`src/rtl/pacman_map_writer.sv`:
```
// pacman_map_writer: tile-map RAM write engine for pacman moves.
// On each request it reads the target tile, reports its code on collision_type,
// and on a legal move it erases pacman from the current tile, draws it on the
// next tile, and counts eaten pills/power pellets.
//
// Ports:
//   CLOCK_50        system clock
//   reset_n         asynchronous active-low reset
//   ready           request from the location controller (curr/next valid while high)
//   curr_pacman_*   current tile
//   next_pacman_*   requested tile
//   done            one-cycle completion pulse
//   collision_type  tile code found at the requested tile
//   pill_count      saturating count of pills + power pellets eaten
//   pill_pulse      one-cycle pulse when something edible is eaten
//   ram_addr/ram_wdata/ram_we/ram_rdata  single-port synchronous tile RAM
module pacman_map_writer #(
  parameter int unsigned MAP_W  = 40,
  parameter int unsigned MAP_H  = 30,
  parameter int unsigned PILL_W = 33
) (
  input  logic              CLOCK_50,
  input  logic              reset_n,
  input  logic              ready,
  input  logic [5:0]        curr_pacman_x,
  input  logic [4:0]        curr_pacman_y,
  input  logic [5:0]        next_pacman_x,
  input  logic [4:0]        next_pacman_y,
  output logic              done,
  output logic [3:0]        collision_type,
  output logic [PILL_W-1:0] pill_count,
  output logic              pill_pulse,
  output logic [10:0]       ram_addr,
  output logic [3:0]        ram_wdata,
  output logic              ram_we,
  input  logic [3:0]        ram_rdata
);

  localparam logic [3:0] TileEmpty  = 4'h0;
  localparam logic [3:0] TileWall   = 4'h1;
  localparam logic [3:0] TilePill   = 4'h2;
  localparam logic [3:0] TilePacman = 4'h3;
  localparam logic [3:0] TilePower  = 4'h4;

  typedef enum logic [2:0] {
    StIdle, StRead, StEval, StErase, StDraw, StDone, StRearm
  } state_e;

  state_e              r_state, w_state_d;
  logic [5:0]          r_cur_x, r_nxt_x;
  logic [4:0]          r_cur_y, r_nxt_y;
  logic [3:0]          r_collision;
  logic [PILL_W-1:0]   r_pill_count;
  logic                r_done;
  logic                r_armed;

  logic                w_oob;
  logic                w_null_move;
  logic [3:0]          w_tile;
  logic                w_eaten;
  logic                w_done_state;

  // Coordinates past the map edge (including 0-1 wrapping to 63/31) act as walls.
  assign w_oob       = (32'(r_nxt_x) >= MAP_W) || (32'(r_nxt_y) >= MAP_H);
  assign w_null_move = ({r_nxt_y, r_nxt_x} == {r_cur_y, r_cur_x});
  assign w_eaten     = (r_collision == TilePill) || (r_collision == TilePower);

  always_comb begin
    w_tile = TileEmpty;
    if (w_oob) begin
      w_tile = TileWall;
    end else begin
      case (ram_rdata)
        TileWall, TilePill, TilePacman, TilePower: w_tile = ram_rdata;
        default:                                   w_tile = TileEmpty;
      endcase
    end
  end

  // State register
  always_ff @(posedge CLOCK_50 or negedge reset_n) begin
    if (!reset_n) r_state <= StIdle;
    else          r_state <= w_state_d;
  end

  // Next-state logic
  always_comb begin
    w_state_d = r_state;
    case (r_state)
      StIdle:  if (ready && r_armed) w_state_d = StRead;
      StRead:  w_state_d = StEval;
      StEval:  w_state_d = ((w_tile == TileWall) || w_null_move) ? StDone : StErase;
      StErase: w_state_d = StDraw;
      StDraw:  w_state_d = StDone;
      StDone:  w_state_d = StRearm;
      StRearm: if (!ready) w_state_d = StIdle;
      default: w_state_d = StIdle;
    endcase
  end

  // Output logic: RAM port is driven directly from the state so the read
  // address lines up with rdata arriving in EVAL.
  always_comb begin
    ram_addr     = '0;
    ram_wdata    = TileEmpty;
    ram_we       = 1'b0;
    pill_pulse   = 1'b0;
    w_done_state = 1'b0;
    case (r_state)
      StRead:  ram_addr = {r_nxt_y, r_nxt_x};
      StErase: begin
        ram_addr   = {r_cur_y, r_cur_x};
        ram_wdata  = TileEmpty;
        ram_we     = 1'b1;
        pill_pulse = w_eaten;
      end
      StDraw: begin
        ram_addr  = {r_nxt_y, r_nxt_x};
        ram_wdata = TilePacman;
        ram_we    = 1'b1;
      end
      StDone:  w_done_state = 1'b1;
      default: ;
    endcase
  end

  // Datapath registers. done is registered, so the pulse follows the DONE
  // state by one cycle, after the last write has landed in the RAM.
  always_ff @(posedge CLOCK_50 or negedge reset_n) begin
    if (!reset_n) begin
      r_cur_x      <= '0;
      r_cur_y      <= '0;
      r_nxt_x      <= '0;
      r_nxt_y      <= '0;
      r_collision  <= TileEmpty;
      r_pill_count <= '0;
      r_done       <= 1'b0;
      r_armed      <= 1'b1;
    end else begin
      r_done <= w_done_state;
      if (r_state == StIdle && ready && r_armed) begin
        r_cur_x     <= curr_pacman_x;
        r_cur_y     <= curr_pacman_y;
        r_nxt_x     <= next_pacman_x;
        r_nxt_y     <= next_pacman_y;
        r_collision <= TileEmpty;
      end
      if (r_state == StEval) r_collision <= w_tile;
      if (r_state == StErase && w_eaten && (r_pill_count != '1)) begin
        r_pill_count <= r_pill_count + PILL_W'(1);
      end
      // armed stays low until ready drops, so a held ready cannot retrigger.
      if (r_state == StDone)             r_armed <= 1'b0;
      else if (r_state == StRearm && !ready) r_armed <= 1'b1;
    end
  end

  assign done           = r_done;
  assign collision_type = r_collision;
  assign pill_count     = r_pill_count;

endmodule

```
`config.mk`:
```
export PLATFORM = sky130hd
export DESIGN_NAME = pacman_map_writer
export DESIGN_NICKNAME = d
export VERILOG_FILES = /design/src/rtl/pacman_map_writer.sv
export SDC_FILE = /design/constraint.sdc
export NUM_CORES = 1
export LEC_CHECK = 0
export CAP_MARGIN = 20
export CORE_ASPECT_RATIO = 1.5
export CORE_MARGIN = 2
export CORE_UTILIZATION = 55
export DETAILED_ROUTE_END_ITERATION = 10
export DONT_BUFFER_PORTS = 1
export PLACE_DENSITY = 0.73
export SLEW_MARGIN = 40
export SYNTH_ARGS = -nofsm -noshare
export SYNTH_HDL_FRONTEND = slang
export SYNTH_SLANG_ARGS = --single-unit
export TNS_END_PERCENT = 1
```
`constraint.sdc`:
```
create_clock -name CLOCK_50 -period 2.73 [get_ports CLOCK_50]
set_input_delay 0.4095 -clock CLOCK_50 [delete_from_list [all_inputs] [get_ports CLOCK_50]]
set_output_delay 0.4095 -clock CLOCK_50 [all_outputs]
set_load 0.02 [all_outputs]
```
==> results.md <==
* First-pass GRT wire length at 12.0 mm
* Synthesized area at 0.00331 mm2
* Worst EP arrival at 2.79 ns
* Root Driver: clkbuf_8
* Commonest non-fill, non-tap cells in the layout: dfrtp_1 (63), buf_4 (42), nand2_1 (34)
* Clk_lat worst skew at 0.34 ns
* Vias in the first global route at 2551
* I/O Pins at 84
* R2R cell count at 8
* Die area at 0.00667 mm2
* Core area at 0.00583 mm2
* CTS clk-pin slew, worst paths at 0.07 ns
* Final GP Congestion at 0.827
* Largest net degree at the start of global routing at 65
* Die Height at 99.0 um
* Worst-margin pin slew at 0.713 ns
* Final hold vios at 0
* Cell count after synthesis at 318
* R2R setup slack at 0.16 ns
* Family with the most delay on the worst path: simple AND/OR/NAND/NOR gates
* Starting DRC count in detailed routing at 116
* Routed len/inst at 17.1 um
* Initial antenna violation count at 0
* Ys flop type: dfrtp_1
* Initial Util at 56.8%
* Levels on crit path at 8
* Crit path launch type: flip-flop
* Area share of the largest cell type after synthesis at 47.6%
* Sequential share of the synthesized area at 48.4%
* Fillers at 478
* Max VDD drop at 0.714 mV
* Via Count at 2499
* Die Wd at 67.3 um
* CP peak stage delay at 0.57 ns
* Gr usage total at 24.0%
* Total CTS buffers at 9
* Commonest non-fill, non-tap cell in the layout: dfrtp_1
* Cts repair resizes at 0
* Worst R2R End: pill_count[30]
* Cell taking the most area after synthesis: dfrtp_1
* Final Slew Violations at 0
* Total Wirelength at 7.36 mm
* Crit path top cell by count: ha_1
* Layout cell share with drive strength beyond 1 at 24.5%
* PwrDens at 881 mW/mm2
* Largest fanout on the critical path at 2
* Critical Path Slowest Stage Cell: or4_1
* Area Overhead vs Synth at 16.3%
* GR Overflow Total at 0
* P_leak at 1.72 nW
* Critical Path Start: pill_count[0]
* Worst endpoint required time at 2.96 ns
* RSZ-0062 raised after global routing: no
* Setup violators final at 0
* Clock period minus worst slack at 2.57 ns
* Design area at 0.00385 mm2
* TritonCTS clock tree: done
* # diodes at 0
* Post-DP Area at 0.00364 mm2
* Fin crit share at 94.0%
* Share of flip-flops with an asynchronous set or reset at 100%
* F_max at 390 MHz
* Drt first pass iters at 4
* DRC viols at 0
* Setup WS pre-CTS at 0.204 ns
* Worst-path cell chain: ha_1, nand4_1, nor4_1, and3_1, ha_1, or4_1, or4b_4, xnor2_2
* WHS Path Cells at 2
* Post-route setup TNS at 0 ns
* Fin Clk Skew at 0.0103 ns
* WS Path Type: flip-flop to flip-flop
* Max-cap viol count at 0
* Detailed placement HPWL at 5.37 mm
* Synth top area cells: dfrtp_1 (48%), mux2_2 (7.1%), xnor2_1 (6.6%), nand4_1 (5.1%), xor2_1 (4.5%)
* Syn Area/Cell at 10.4 um2
* Worst slew margin at 52.0%
* Setup crit end kind: flip-flop
* Worst hold path class: input pin to flip-flop
* EDFF count, synth at 0
* PortBufs at 0
* Reg-to-Reg Start: pill_count[0]
* Rows at 34
* Status: complete, no violations
* Seq cells post-synth at 64
* H-tree Lvls at 3
* Netlist cell types at 43
* Sink Count at 64
* Nets at 386
* PnR worst setup slack at 0.165 ns
* Worst-case clock buffer depth at 2
* Via/cell ratio at 5.80
* Worst Path Buf+Inv at 0
* CP endpoint: pill_count[30]
* Post-DRT Antenna Nets at 0
* Yosys warnings at 0
[how the worst min path moves through the flow]
stage                                start  slack, ns                 to
after floorplan                    reset_n       0.11  collision_type[0]
after global placement             reset_n       0.12     pill_count[11]
after detailed placement           reset_n       0.12     pill_count[10]
after CTS                 curr_pacman_x[1]       0.18         r_cur_x[1]
after global routing      curr_pacman_y[3]       0.20         r_cur_y[3]
final                     curr_pacman_x[1]       0.19         r_cur_x[1]
[final cells by class]
type / instances / area (um2) / area share, %
sequential: 64 / 1600 / 41.6
inverter: 6 / 22.5 / 0.585
multi-input combinational: 230 / 1610 / 41.8
clock buffer: 12 / 155 / 4.03
timing repair buffer: 44 / 353 / 9.16
tap: 72 / 90.1 / 2.34
clock inverter: 3 / 17.5 / 0.455
[synthesized netlist by cell type, drive strengths merged (2+ instances only)]
master / number
inv: 6
o21ai: 15
nand2: 34
or4: 2
nor3: 8
nand2b: 3
xor2: 17
clkbuf: 11
dfrtp: 63
nand3b: 3
nand3: 12
mux2i: 10
nand4: 27
nor2: 13
ha: 2
buf: 8
mux2: 21
nor2b: 4
and3: 6
nor4: 10
xnor2: 26
and4: 2
[kinds of logic (layout without fill, tap and decap cells)]
kind of cell	Yosys count	after routing	synth area share [%]
flops	64	64	48.4
simple gates	129	129	21.3
xor+xnor	43	43	11.6
mux	31	31	10.2
fa+ha+maj	2	2	0.756
buf+inv	25	65	3.48
other cells	1	2	0.113
compound gates	23	23	4.12
[metrics by stage]
step	cells	total power, W	util (%)	hold slack [ns]
after floorplan	319	0.00240	-	0.114
after global placement	414	0.00263	62.5	0.115
after detailed placement	414	0.00267	62.5	0.115
after CTS	431	0.00342	66.1	0.185
after global routing	431	0.00361	66.1	0.199
final	431	0.00339	66.1	0.194
[repair_timing]
item | in CTS | in global routing
hold buffers | 2 | 0
setup buffers | 0 | 0
endpoints found under the hold margin | 64 | 0
[routing by layer]
metal | share of wire (%) | track usage [%]
met1 | 38 | 26.0
met5 | 0 | 0
met2 | 53 | 41.6
met3 | 6.9 | 7.99
met4 | 2.2 | 10.2
[flip-flops by register name (all words and copies together), names as in the netlist]
register and cells:
collision_type 4, r_state 3, r_armed 1, r_nxt_x 6, r_cur_x 6, done 1, r_nxt_y 5, pill_count 33
r_cur_y 5
[report_power, final]
part / internal (W) / switching [W] / total, W
logic: 0.000513 / 0.000690 / 0.00120
clock network: 0.000371 / 0.000349 / 0.000720
registers: 0.00118 / 0.000284 / 0.00147
No activity file was read; power rests on OpenSTA's default activity.
==> RTL edit, RTL diff (config.mk and constraints unchanged) <==
`PILL_W`: 33 -> 37.
--- a/src/rtl/pacman_map_writer.sv
+++ b/src/rtl/pacman_map_writer.sv
@@ -18,5 +18,5 @@
   parameter int unsigned MAP_W  = 40,
   parameter int unsigned MAP_H  = 30,
-  parameter int unsigned PILL_W = 33
+  parameter int unsigned PILL_W = 37
 ) (
   input  logic              CLOCK_50,
Interface: changed (resized pill_count); port bits go from 84 to 88. The function was not compared with the original's and may differ.
==> RTL edit against the unedited design <==
  * Critical path depth fell by 2
  * Power rose by 2.4%
  * Count of clock-buffer cells in the layout did not move
  * Final area fell by 3.4%
  * Sequential cell count rose by 4
  * Core utilization fell by 4.5 points
  * Cell count fell by 7.7%
  * Clock skew fell by 0.59 ps
  * Die area rose by 2.2%
  * Synthesized area rose by 2.3%
  * Worst setup slack improved by 290 ps
  * Routed wire length fell by 2.6%
  * Combinational power fell by 9%
==> RTL edit: results (changes against the unedited design) <==
- Max incr delay on CP: 520 ps (-50 ps)
- Leak pwr: 1.59 nW (-7.6%)
- Antenna Cells: 0 (unchanged)
- Most used routing layer: met2
- Largest net degree at the start of global routing: 69 (+6.2%)
- Final hold slack: 220 ps (+26.6 ps)
- Top FF cell, synth: dfrtp_1
- Global-route wire length before repair: 11900 um (-1.0%)
- Worst min path class: in -> reg
- Dpl hpwl: 5250 um (-2.3%)
- Global routing met1 resource utilization: 0.244 (-0.0165)
- Worst slack, placed: 445 ps (+241 ps)
- Status: finished, final reports clean
- Port-buffer cells: 0 (unchanged)
- Final GP Congestion: 0.819 (-1.1%)
- Fill count: 500 (+4.6%)
- Dpl cells: 380 (-8.2%)
- Initial antenna violation count: 0 (unchanged)
- Vias in the first global route: 2524 (-1.1%)
- Power per cell area: 934 nW/um^2 (+6.0%)
- Gr usage total: 0.232 (-0.00832)
- Met3 GRT Util: 0.0841 (+0.00417)
- CTS root buf: clkbuf_8
- Max FFs per register: 37 (+12%)
- Slowest CP cell: dfrtp_1
- Final Cycle Share: 0.834 (-0.105)
- YS warnings: 0 (unchanged)
- Max FO, Critical Path: 5 (+3)
- Routed wire length: 7170 um (-2.6%)
- FFs w/ async S/R, synth: 1.00 (unchanged)
- Iter 0 DRT Violations: 175 (+51%)
- CTS Buf Count: 9 (unchanged)
- Synth cell types: 43 (unchanged)
- Clock Latency Late Sink: 330 ps
- Fin cells: 398 (-7.7%)
- Synth cell count leaders: 67 x dfrtp_1, 41 x xnor2_1, 24 x mux2_2
- Max clock buf depth: 2 (unchanged)
- Layout cell share with drive strength beyond 1: 0.179 (-0.0661)
- Peak supply drop: 0.000535 V (-25%)
- Clock Pin Slew Worst Setup and Hold Paths: 70 ps (about the same)
- Post-synthesis sequential area ratio: 0.503 (+0.0188)
- # nets final: 349 (-9.6%)
- Arr. time, crit path: 2500 ps (-290 ps)
- Vias: 2429 (-2.8%)
- H-tree levels: 3 (unchanged)
- Worst path top cell family by delay: simple AND/OR/NAND/NOR gates
- Post-synth top area share: 0.495 (+0.0190)
- GR Util met2: 0.405 (-0.0111)
- DP Area: 3480 um^2 (-4.5%)
- 1st-pass router iterations: 4 (unchanged)
- Clk_skew: 9.68 ps (-0.590 ps)
- Largest cells by area after synthesis: dfrtp_1 50%, xnor2_1 11%, mux2_2 8.0%
- Post-Syn Instances: 309 (-2.8%)
==> RTL edit: cell type report <==
| class | count | area share |
|---|---|---|
| sequential | 68 | 0.458 |
| inverter | 10 | 0.0101 |
| multi-input combinational | 219 | 0.424 |
| clock buffer | 12 | 0.0417 |
| clock inverter | 4 | 0.0131 |
| timing repair buffer | 11 | 0.0283 |
| tap | 74 | 0.0249 |
==> RTL edit: cells by family after synthesis <==
kind of cell             after synthesis  synth area share
AO/OA/AOI/OAI                         31            0.0677
XOR/XNOR                              46             0.119
adder cells (fa/ha/maj)                1           0.00370
buffers and inverters                 23            0.0325
flip-flops                            68             0.503
multiplexers                          25            0.0828
other                                  1           0.00111
AND/OR/NAND/NOR                      114             0.190
==> RTL edit: timing repair <==
action / in CTS / in global routing
endpoints found under the hold margin: 68 / 0
buffers inserted: 0 / 0
hold buffers: 2 / 0
resized for setup: 0 / 0
==> RTL edit: path summary, 6_finish.rpt <==
kind	to	cells past startpoint	from
max reg2reg	pill_count[1]	6	pill_count[0]
min reg2reg	r_armed	2	r_armed
min	r_cur_y[4]	1	curr_pacman_y[4]
min in group asynchronous	collision_type[0]	2	reset_n
max in group asynchronous	r_armed	2	reset_n
max	pill_count[1]	6	pill_count[0]
==> RTL edit: power breakdown <==
group / switching (W) / leakage (nW) / total (W) / internal [W]
clock: 0.000367 / 0.106 / 0.000838 / 0.000471
sequential: 0.000302 / 0.892 / 0.00155 / 0.00124
combinational: 0.000572 / 0.590 / 0.00109 / 0.000514
==> RTL edit: layer usage <==
| metal | vias to the layer above | routed length, um | share of wire |
|---|---|---|---|
| li1 | 1126 | - | - |
| met3 | 14 | 535 | 0.075 |
| met4 | 0 | 162 | 0.023 |
| met2 | 79 | 3910 | 0.54 |
| met5 | - | 0 | 0 |
| met1 | 1210 | 2570 | 0.36 |
